[config.mk]
export PLATFORM = sky130hd
export DESIGN_NAME = cell_window_gen_flat
export DESIGN_NICKNAME = d
export VERILOG_FILES = /design/src/rtl/cell_window_gen_pkg.sv /design/src/rtl/cell_window_gen_if.sv /design/src/rtl/cell_window_gen_line_buffer.sv /design/src/rtl/cell_window_gen.sv /design/src/flat_wrapper.sv
export SDC_FILE = /design/constraint.sdc
export NUM_CORES = 2
export LEC_CHECK = 0
export CAP_MARGIN = 20
export CELL_PAD_IN_SITES_DETAIL_PLACEMENT = 0
export CELL_PAD_IN_SITES_GLOBAL_PLACEMENT = 1
export CORE_MARGIN = 3
export CORE_UTILIZATION = 45
export DETAILED_ROUTE_END_ITERATION = 16
export PLACE_DENSITY_LB_ADDON = 0.25
export SLEW_MARGIN = 20
export SYNTH_ARGS = -nofsm -noshare
export SYNTH_HDL_FRONTEND = slang
export SYNTH_SLANG_ARGS = --single-unit
[constraint.sdc]
create_clock -name clk -period 16.6 [get_ports clk]
set_input_delay 3.32 -clock clk [delete_from_list [all_inputs] [get_ports clk]]
set_output_delay 3.32 -clock clk [all_outputs]
set_load 0.005 [all_outputs]
[src/rtl/cell_window_gen_pkg.sv]
// Shared types and cell-layout constants for the 3x3 window generator.
package cell_window_gen_pkg;

    localparam int PIX_W = 8;
    typedef logic [PIX_W-1:0] pixel_t;

    // A cell is a 3x3 window packed row-major, byte 0 = top-left.
    localparam int CELL_ROWS = 3;
    localparam int CELL_COLS = 3;
    localparam int CELL_CENTER = 4;
    localparam int cellDepth = CELL_ROWS * CELL_COLS * PIX_W;
    typedef logic [cellDepth-1:0] cell_t;

    // Byte index of window position (wr, wc), 0 = top/left.
    function automatic int cell_idx(input int wr, input int wc);
        return CELL_COLS * wr + wc;
    endfunction

endpackage

[src/rtl/cell_window_gen_if.sv]
// Pixel-pair input stream and cell output stream of the window generator.
interface cell_window_gen_if
    import cell_window_gen_pkg::*;
#(
    parameter int unsigned IMG_WIDTH  = 64,
    parameter int unsigned IMG_HEIGHT = 64
) ();

    logic                          pix_valid;
    logic                          pix_ready;
    pixel_t                        pixA;
    pixel_t                        pixB;
    logic                          cell_valid;
    logic                          cell_ready;
    cell_t                         cellA;
    cell_t                         cellB;
    logic [$clog2(IMG_WIDTH)-1:0]  cell_x;
    logic [$clog2(IMG_HEIGHT)-1:0] cell_y;
    logic                          frame_done;

    // Pixel producer and cell consumer side.
    modport master (
        output pix_valid, pixA, pixB, cell_ready,
        input  pix_ready, cell_valid, cellA, cellB, cell_x, cell_y, frame_done
    );

    // Window generator side.
    modport slave (
        input  pix_valid, pixA, pixB, cell_ready,
        output pix_ready, cell_valid, cellA, cellB, cell_x, cell_y, frame_done
    );

endinterface

[src/rtl/cell_window_gen_line_buffer.sv]
// One image row of delay: read returns the pixel stored one row earlier at addr.
module cell_line_buffer #(
    parameter int unsigned DEPTH = 64,
    parameter int unsigned WIDTH = 8
) (
    input  logic                     clk,
    input  logic                     we,
    input  logic [$clog2(DEPTH)-1:0] addr,
    input  logic [WIDTH-1:0]         wdata,
    output logic [WIDTH-1:0]         rdata
);

    logic [WIDTH-1:0] mem [DEPTH];

    // Combinational read sees the old entry before this cycle's overwrite.
    assign rdata = mem[addr];

    // Store the accepted pixel in place of the one just read.
    always_ff @(posedge clk) begin
        if (we) begin
            mem[addr] <= wdata;
        end
    end

endmodule

[src/rtl/cell_window_gen.sv]
// Builds 3x3 windows of two images from a raster stream of pixel pairs.
module cell_window_gen
    import cell_window_gen_pkg::*;
#(
    parameter int unsigned IMG_WIDTH  = 64,
    parameter int unsigned IMG_HEIGHT = 64
) (
    input logic              clk,
    input logic              rst,
    cell_window_gen_if.slave bus
);

    localparam int unsigned XW = $clog2(IMG_WIDTH);
    localparam int unsigned YW = $clog2(IMG_HEIGHT);

    logic [XW-1:0] col_q, col_d, cell_x_q, cell_x_d;
    logic [YW-1:0] row_q, row_d, cell_y_q, cell_y_d;
    logic          pix_ready, accept, emit;
    logic          cell_valid_q, cell_valid_d;
    cell_t         cell_a_q, cell_a_d, cell_b_q, cell_b_d;
    pixel_t        a_up1, a_up2, b_up1, b_up2;
    pixel_t        col_a [CELL_ROWS];
    pixel_t        col_b [CELL_ROWS];
    // Columns col-2 and col-1 of each window row, relative to the incoming pixel.
    pixel_t        hist_a_q [CELL_ROWS][CELL_COLS-1];
    pixel_t        hist_a_d [CELL_ROWS][CELL_COLS-1];
    pixel_t        hist_b_q [CELL_ROWS][CELL_COLS-1];
    pixel_t        hist_b_d [CELL_ROWS][CELL_COLS-1];

    // Two chained row delays per image: up1 = row-1, up2 = row-2 at the current column.
    cell_line_buffer #(.DEPTH(IMG_WIDTH), .WIDTH($bits(pixel_t))) u_lb_a1 (
        .clk(clk), .we(accept), .addr(col_q), .wdata(bus.pixA), .rdata(a_up1)
    );
    cell_line_buffer #(.DEPTH(IMG_WIDTH), .WIDTH($bits(pixel_t))) u_lb_a2 (
        .clk(clk), .we(accept), .addr(col_q), .wdata(a_up1), .rdata(a_up2)
    );
    cell_line_buffer #(.DEPTH(IMG_WIDTH), .WIDTH($bits(pixel_t))) u_lb_b1 (
        .clk(clk), .we(accept), .addr(col_q), .wdata(bus.pixB), .rdata(b_up1)
    );
    cell_line_buffer #(.DEPTH(IMG_WIDTH), .WIDTH($bits(pixel_t))) u_lb_b2 (
        .clk(clk), .we(accept), .addr(col_q), .wdata(b_up1), .rdata(b_up2)
    );

    // Handshake and the freshly arriving window column (top to bottom).
    always_comb begin
        pix_ready = !cell_valid_q || bus.cell_ready;
        accept    = bus.pix_valid && pix_ready && !rst;
        emit      = accept && (row_q >= YW'(2)) && (col_q >= XW'(2));
        col_a[0]  = a_up2;
        col_a[1]  = a_up1;
        col_a[2]  = bus.pixA;
        col_b[0]  = b_up2;
        col_b[1]  = b_up1;
        col_b[2]  = bus.pixB;
    end

    // Raster position, window shift and output cell next state.
    always_comb begin
        col_d        = col_q;
        row_d        = row_q;
        hist_a_d     = hist_a_q;
        hist_b_d     = hist_b_q;
        cell_a_d     = cell_a_q;
        cell_b_d     = cell_b_q;
        cell_x_d     = cell_x_q;
        cell_y_d     = cell_y_q;
        cell_valid_d = cell_valid_q;
        if (accept) begin
            if (col_q == XW'(IMG_WIDTH - 1)) begin
                col_d = '0;
                row_d = (row_q == YW'(IMG_HEIGHT - 1)) ? '0 : row_q + 1'b1;
            end else begin
                col_d = col_q + 1'b1;
            end
            for (int r = 0; r < CELL_ROWS; r++) begin
                hist_a_d[r][0] = hist_a_q[r][1];
                hist_a_d[r][1] = col_a[r];
                hist_b_d[r][0] = hist_b_q[r][1];
                hist_b_d[r][1] = col_b[r];
            end
        end
        if (emit) begin
            for (int r = 0; r < CELL_ROWS; r++) begin
                for (int c = 0; c < CELL_COLS - 1; c++) begin
                    cell_a_d[PIX_W*cell_idx(r, c) +: PIX_W] = hist_a_q[r][c];
                    cell_b_d[PIX_W*cell_idx(r, c) +: PIX_W] = hist_b_q[r][c];
                end
                cell_a_d[PIX_W*cell_idx(r, CELL_COLS-1) +: PIX_W] = col_a[r];
                cell_b_d[PIX_W*cell_idx(r, CELL_COLS-1) +: PIX_W] = col_b[r];
            end
            cell_x_d     = col_q - 1'b1;
            cell_y_d     = row_q - 1'b1;
            cell_valid_d = 1'b1;
        end else if (bus.cell_ready) begin
            cell_valid_d = 1'b0;
        end
    end

    // Control and output registers with synchronous reset.
    always_ff @(posedge clk) begin
        if (rst) begin
            col_q        <= '0;
            row_q        <= '0;
            cell_valid_q <= 1'b0;
            cell_a_q     <= '0;
            cell_b_q     <= '0;
            cell_x_q     <= '0;
            cell_y_q     <= '0;
        end else begin
            col_q        <= col_d;
            row_q        <= row_d;
            cell_valid_q <= cell_valid_d;
            cell_a_q     <= cell_a_d;
            cell_b_q     <= cell_b_d;
            cell_x_q     <= cell_x_d;
            cell_y_q     <= cell_y_d;
        end
    end

    // Window history only matters once refilled by two pixels of a row, so no reset.
    always_ff @(posedge clk) begin
        hist_a_q <= hist_a_d;
        hist_b_q <= hist_b_d;
    end

    assign bus.pix_ready  = pix_ready;
    assign bus.cell_valid = cell_valid_q;
    assign bus.cellA      = cell_a_q;
    assign bus.cellB      = cell_b_q;
    assign bus.cell_x     = cell_x_q;
    assign bus.cell_y     = cell_y_q;
    // Last cell of the frame leaving this cycle.
    assign bus.frame_done = cell_valid_q && bus.cell_ready && !rst &&
                            (cell_x_q == XW'(IMG_WIDTH - 2)) &&
                            (cell_y_q == YW'(IMG_HEIGHT - 2));

endmodule
[src/flat_wrapper.sv]
// flat-port wrapper written by rule: the top's interface ports become plain ports
module cell_window_gen_flat import cell_window_gen_pkg::*;
#(
    parameter int unsigned IMG_WIDTH  = 64,
    parameter int unsigned IMG_HEIGHT = 64
)
  (clk, rst, bus_pix_valid, bus_pixA, bus_pixB, bus_cell_ready, bus_pix_ready, bus_cell_valid, bus_cellA, bus_cellB, bus_cell_x, bus_cell_y, bus_frame_done);
  cell_window_gen_if #(.IMG_WIDTH(IMG_WIDTH), .IMG_HEIGHT(IMG_HEIGHT)) bus_i ();
  input logic clk;
  input logic rst;
  input wire logic [$bits(bus_i.pix_valid)-1:0] bus_pix_valid;
  input wire logic [$bits(bus_i.pixA)-1:0] bus_pixA;
  input wire logic [$bits(bus_i.pixB)-1:0] bus_pixB;
  input wire logic [$bits(bus_i.cell_ready)-1:0] bus_cell_ready;
  output wire logic [$bits(bus_i.pix_ready)-1:0] bus_pix_ready;
  output wire logic [$bits(bus_i.cell_valid)-1:0] bus_cell_valid;
  output wire logic [$bits(bus_i.cellA)-1:0] bus_cellA;
  output wire logic [$bits(bus_i.cellB)-1:0] bus_cellB;
  output wire logic [$bits(bus_i.cell_x)-1:0] bus_cell_x;
  output wire logic [$bits(bus_i.cell_y)-1:0] bus_cell_y;
  output wire logic [$bits(bus_i.frame_done)-1:0] bus_frame_done;
  assign bus_i.pix_valid = bus_pix_valid;
  assign bus_i.pixA = bus_pixA;
  assign bus_i.pixB = bus_pixB;
  assign bus_i.cell_ready = bus_cell_ready;
  assign bus_pix_ready = bus_i.pix_ready;
  assign bus_cell_valid = bus_i.cell_valid;
  assign bus_cellA = bus_i.cellA;
  assign bus_cellB = bus_i.cellB;
  assign bus_cell_x = bus_i.cell_x;
  assign bus_cell_y = bus_i.cell_y;
  assign bus_frame_done = bus_i.frame_done;
  cell_window_gen #(.IMG_WIDTH(IMG_WIDTH), .IMG_HEIGHT(IMG_HEIGHT)) u_core (.clk(clk), .rst(rst), .bus(bus_i));
endmodule
==> Word-level counts from Yosys, hierarchy flattened <==
Memories as Yosys holds them, arrays and structs flattened. A register that Yosys moved wholly into a read port is not among the register bits.
Cells that the tools add are included.
W data, S select, Z words.
{ "word_totals": {"reg_bits": 265, "ramBits": 2048, "in_bits": 20, "output_inout_bits": 159, "wordCells": 60, "n_memories": 4} }
{ "mem_list": {"columns": ["name", "depth", "word_bits", "read_ports", "rd_clocked_by_memory_dff", "wr", "line_no", "rtl"], "rows": [
  ["u_core.u_lb_a1.mem", 64, 8, 1, 1, 1, "cell_window_gen_line_buffer.sv:13", "logic [WIDTH-1:0] mem [DEPTH];"],
  ["u_core.u_lb_a2.mem", 64, 8, 1, 1, 1, "cell_window_gen_line_buffer.sv:13", null],
  ["u_core.u_lb_b1.mem", 64, 8, 1, 1, 1, "cell_window_gen_line_buffer.sv:13", null],
  ["u_core.u_lb_b2.mem", 64, 8, 1, 1, 1, "cell_window_gen_line_buffer.sv:13", null]
]} }
{ "classes": {"n_addsub": 4, "n_lt_le_gt_ge": 2, "n_eq_ne": 4, "muxes": 14, "n_reduce_logical": 13} }
{ "ops": {"columns": ["cell", "n"], "rows": [
  ["$mux W6", 10],
  ["$eq A6 B6 Y1 const B", 4],
  ["$add A6 B1 Y6 const B", 2],
  ["$ge A6 B2 Y1 const B", 2],
  ["$sub A6 B1 Y6 const B", 2],
  ["$logic_and A1 B1 Y1", 8],
  ["$mux W1", 4],
  ["$logic_not A1 Y1", 2],
  ["$reduce_and A2 Y1", 1],
  ["$reduce_bool A2 Y1", 1],
  ["$logic_or A1 B1 Y1", 1]
]} }

==> Logic depth before layout (Yosys ltp) <==
{ "depth": {"word_depth": 7, "mapped_depth": 11, "ltp_nobuf": 8} }

==> By module <==
From an unflattened synthesis, not the netlist that was laid out.
{ "unflattened": {"hier_cells": 5561, "area_unflattened_um2": 91056.1} }
{ "by_module_without_submodules": {"columns": ["mod", "n_inst", "cells_each", "area_per_inst_um2", "seq_area_each_um2"], "rows": [
  ["cell_line_buffer", 4, 1163, 20289.5, 15374.7],
  ["cell_window_gen", 1, 909, 9898.2, 6266.0]
]} }

==> Worst setup path after synthesis <==
OpenSTA, ideal clock, no wires.
{ "synth_timing": {"path_type": "input -> register", "startpoint": "input port bus_cell_ready", "endpoint": "memory u_core.u_lb_a1.mem[27][0] (enable)", "setup_ps": 461, "t_arrival_ps": 9817, "required_time_ps": 16139, "path_slack_ps": 6322, "stages": 5, "path_buffers": 1, "cell_sequence": "nand2b_1 and3b_1 clkbuf_1 nand4b_1 nor3_1"} }
{ "synth_via": {"elab_chain_cells": 5} }
{ "synth_lines": {"columns": ["item", "line_no", "rtl"], "rows": [
  ["start, declared", "flat_wrapper.sv:14", "input wire logic [$bits(bus_i.cell_ready)-1:0] bus_cell_ready;"],
  ["$logic_or A1 B1 Y1", "cell_window_gen.sv:46", "pix_ready = !cell_valid_q || bus.cell_ready;"],
  ["$logic_and A1 B1 Y1 (2 in a row)", "cell_window_gen.sv:47", "accept = bus.pix_valid && pix_ready && !rst;"],
  ["net u_core.accept", "cell_window_gen.sv:18", "logic pix_ready, accept, emit;"],
  ["$mux W1", "cell_window_gen_line_buffer.sv:20", "if (we) begin"],
  ["$mux W1 (implied by the code)", "cell_window_gen_line_buffer.sv:21", "mem[addr] <= wdata;"],
  ["end, declared", "cell_window_gen_line_buffer.sv:13", null]
]} }
The timed path passes the listed nets, and every way through them passes these cells.

==> Worst setup path in the final report <==
{ "layout_timing": {"startpoint": "input port bus_cell_ready", "endpoint": "output port bus_frame_done"} }
{ "layout_via": {"elab_chain_cells": 4} }
{ "layout_lines": {"columns": ["item", "line_no", "rtl"], "rows": [
  ["$logic_and A1 B1 Y1 (3 in a row)", "cell_window_gen.sv:133", "assign bus.frame_done = cell_valid_q && bus.cell_ready && !rst &&"],
  ["$logic_and A1 B1 Y1", "cell_window_gen.sv:134", "(cell_x_q == XW'(IMG_WIDTH - 2)) &&"],
  ["end, declared", "flat_wrapper.sv:21", "output wire logic [$bits(bus_i.frame_done)-1:0] bus_frame_done;"]
]} }
No other way between the ends.

==> impl_metrics.py <==
metrics = {
    "run_status": {
        "status": "finished, final reports clean",
    },
    "hold_path": {
        "min_to": "u_core.hist_a_q[24]",
        "hold_start": "u_core.hist_a_q[16]",
        "hp-class": "reg2reg",
        "hold-path-cell-count": 0,
    },
    "timing": {
        "worst_hold_slack_ps": 444.9,
        "worst_pin_slew_ps": 1160,
        "setup-tns-final_ps": 0,
        "period_share_pct": 48.38,
        "rsz0062_at_grt": "false",
        "setup_viol": 0,
        "final.min_clock_period_ps": 8031,
        "clock_skew_ps": 42.02,
        "hold_viol": 0,
        "maxSlewViolCount": 0,
        "clock.fmax_mhz": 124.5,
        "slew_headroom_pct": 21.88,
    },
    "cts": {
        "cts_root_buf": "clkbuf_16",
        "cts_made_buffers": 229,
        "cts_sinks": 2319,
        "cts_resized": 0,
        "clk_pin_slew_worst_paths_ps": 60,
        "cts_max_path_buffers": 3,
        "htreeDepth": 4,
        "cts_tree": "built",
        "hold_buffers": 0,
        "clkLatencyLatePin_ps": 870,
        "postCtsSetupBuffers": 0,
    },
    "synthesis": {
        "yosys.area_share.adder_pct": 0.08508,
        "netlist.area_leader.share_pct": 72.97,
        "yosysWarnings": 0,
        "ys_seq_elements": 2319,
        "synth_compound_area_share_pct": 5.289,
        "synthCells": 4964,
        "synthMuxAreaShare_pct": 12.20,
        "synth-edff-count": 2144,
        "syn_nets": 4990,
        "synth_top_family_by_area": "multiplexers",
        "synthFlopType": "edfxtp_1",
        "ys_seq_area_share_pct": 76.94,
        "yosysTopAreaCell": "edfxtp_1",
        "synthesis.area_mm2": 0.08823,
        "synthXorXnorAreaFrac_pct": 0.1489,
        "synthDistinctLibCells": 49,
        "avgSynthCellArea_um2": 17.77,
        "synthTopCellsByArea": "edfxtp_1, mux2i_1, mux4_2",
        "ys_async_sr_fraction_pct": 0,
        "synth-simple-area-share_pct": 3.680,
    },
    "setup_path": {
        "critPathKind": "in2out",
        "worstPathArrival_ps": 4710,
        "regToRegSetupSlack_ps": 10580,
        "r2r.worst_path.cells": 11,
        "setup.worst_path.end_class": "primary output",
        "path_max_fanout": 2,
        "start_kind": "input port",
        "r2r-end": "u_core.u_lb_a2.mem[43][3]",
        "cp.required_ps": 13280,
    },
    "floorplan": {
        "ios": 179,
        "die_y_um": 448.8,
        "core_mm2": 0.1938,
        "fp-row-count": 161,
        "floorplan.initialDensity_pct": 45.53,
        "die_w_um": 448.8,
        "dieArea_mm2": 0.2014,
    },
    "pwr": {
        "power_density_mw_per_mm2": 118.4,
        "internal-power_mw": 9.396,
        "ir_drop_v": 0.0001167,
        "p_clk_share_pct": 41.8,
        "swShare_pct": 21.36,
        "pwr-share-seq_pct": 54.2,
        "switching_power_mw": 2.553,
        "leakagePower_nw": 30.50,
        "combPwrFrac_pct": 4.0,
    },
    "grt": {
        "gr-total-overflow": 0,
        "grt_max_degree": 120,
        "grt_pass1_wl_um": 340400,
        "antenna_found_initial": 7,
        "grt_pass1_vias": 46380,
        "grt_usage_pct": 23.41,
    },
    "layout": {
        "area_delta_synth_final_pct": 14.41,
        "drive_gt1_share_pct": 14.14,
        "finalNetCount": 5245,
    },
    "routing": {
        "drt_iter0_drc": 5176,
        "wirelength_um": 238400,
        "viasPerCell": 5.843,
        "drc": 0,
        "first_pass_iters": 6,
        "ant_nets": 0,
        "wl_per_cell_um": 29.69,
        "vias": 46930,
    },
    "job": {
        "maxCapViolations": 0,
    },
    "placement": {
        "io_buffer_count": 178,
        "dp.final_hpwl_um": 126300,
        "gp_congestion": 0.7949,
    },
}
## logic make-up after synthesis
kind of cell | after synthesis
adders and majority gates | 6
DFF | 2319
buffers and inverters | 310
and+or+nand+nor | 749
muxes | 863
AOI/OAI and AO/OA | 702
xor gates and xnor gates | 15
## cells in the final DEF, fill, tap and decap left out, drive strengths merged, types with 5 or more instances in the layout
| cell | instances |
|---|---|
| o211ai | 22 |
| nor2 | 147 |
| a31oi | 6 |
| a211oi | 32 |
| o21ai | 11 |
| ha | 6 |
| diode | 5 |
| or3 | 7 |
| o221ai | 10 |
| nand4 | 25 |
| clkbuf | 330 |
| o31a | 5 |
| inv | 17 |
| nand3b | 24 |
| bufinv | 7 |
| mux2i | 692 |
| nand2b | 5 |
| nand3 | 64 |
| mux4 | 170 |
| o31ai | 6 |
| a21oi | 204 |
| a22oi | 306 |
| nor2b | 16 |
| o22ai | 74 |
| nor3 | 10 |
| a22o | 9 |
| and3 | 5 |
| dfxtp | 175 |
| clkdlybuf4s50 | 161 |
| xor2 | 11 |
| a21o | 10 |
| edfxtp | 2144 |
| nor3b | 11 |
| clkinv | 78 |
| buf | 168 |
| nand2 | 417 |
## worst max-delay path, stage by stage
cell and delay (ps):
clkdlybuf4s50_1 480, nand3_1 70, nor4_1 290, clkdlybuf4s50_1 560
## worst max-delay path by stage
stage,start,endpoint,slack (ps),cells past startpoint
final,bus_cell_ready,bus_frame_done,8570,4
after global routing,bus_cell_ready,bus_frame_done,8490,4
after CTS,bus_cell_ready,bus_frame_done,8560,4
after detailed placement,bus_cell_ready,bus_frame_done,8570,4
after global placement,bus_cell_ready,bus_frame_done,8520,4
after floorplan,bus_cell_ready,u_core.u_lb_a1.mem[27][0],6320,5
## power groups by stage
stage	clock, mW	combinational, mW	sequential [mW]
floorplan	0	0.252	6.60
global route	5.33	0.508	6.48
finish	5.00	0.476	6.48
CTS	5.08	0.478	6.48
global placement	0	0.468	6.60
detailed placement	0	0.477	6.60
## Yosys cell counts (all sizes together), types with 2 or more instances
master  number
a211oi      32
xnor2        4
nand3b      24
nor2b       16
a31oi        6
and3         5
o211ai      22
nand2b       5
o221ai      10
ha           6
nor3        10
o22ai       74
nor2       147
or3          7
inv          5
and2         4
a21oi      204
a22o         9
buf        168
o31ai        6
mux2i      692
a22oi      306
a21o        10
o21a         4
or3b         2
nor3b       11
nand4       25
nand3       64
clkbuf     137
dfxtp      175
nand4b       4
o21ai       11
xor2        11
mux4       170
edfxtp    2144
nand2      417
or2          2
o31a         5
nor4         3
## routing by layer
| metal | part of all wire (%) | up-vias | global-route usage, % |
|---|---|---|---|
| li1 | - | 20220 | - |
| met1 | 42 | 24720 | 32.40 |
| met2 | 48 | 1652 | 38.02 |
| met3 | 6.7 | 340 | 4.062 |
| met4 | 3.0 | 2 | 7.293 |
| met5 | 0.0055 | - | 0 |
## flip-flops by register name (all words and copies together) (netlist names), 48 cells and up, named ones only
register and flops:
u_core.hist_a_q 48, u_core.hist_b_q 48, u_core.u_lb_b1.mem 512, u_core.u_lb_a2.mem 512, u_core.u_lb_a1.mem 512, u_core.bus.cellA 72, u_core.bus.cellB 72, u_core.u_lb_b2.mem 512
## area by class of cell
class                           instances  area [µm²]
Antenna cell                            5       12.51
Clock buffer                          330        6464
Clock inverter                        101       797.0
Fill cell                           15600       92850
Inverter                                5       18.77
Multi-Input combinational cell       2335       19550
Sequential cell                      2319       67900
Tap cell                             2608        3263
Timing Repair Buffer                  329        2937
## metrics by stage
step / util [%] / instance area (µm²) / power [mW] / setup slack, ps / std cells
final: 52.09 / 100900 / 11.95 / 8569 / 8032
after global routing: 52.08 / 100900 / 12.31 / 8492 / 8027
after CTS: 52.08 / 100900 / 12.04 / 8562 / 8027
after detailed placement: 48.33 / 93660 / 7.079 / 8566 / 7596
after global placement: 48.32 / 93640 / 7.068 / 8516 / 7595
after floorplan: - / 88230 / 6.851 / 6322 / 4964
Note: power is estimated with default switching activity, not from simulation.
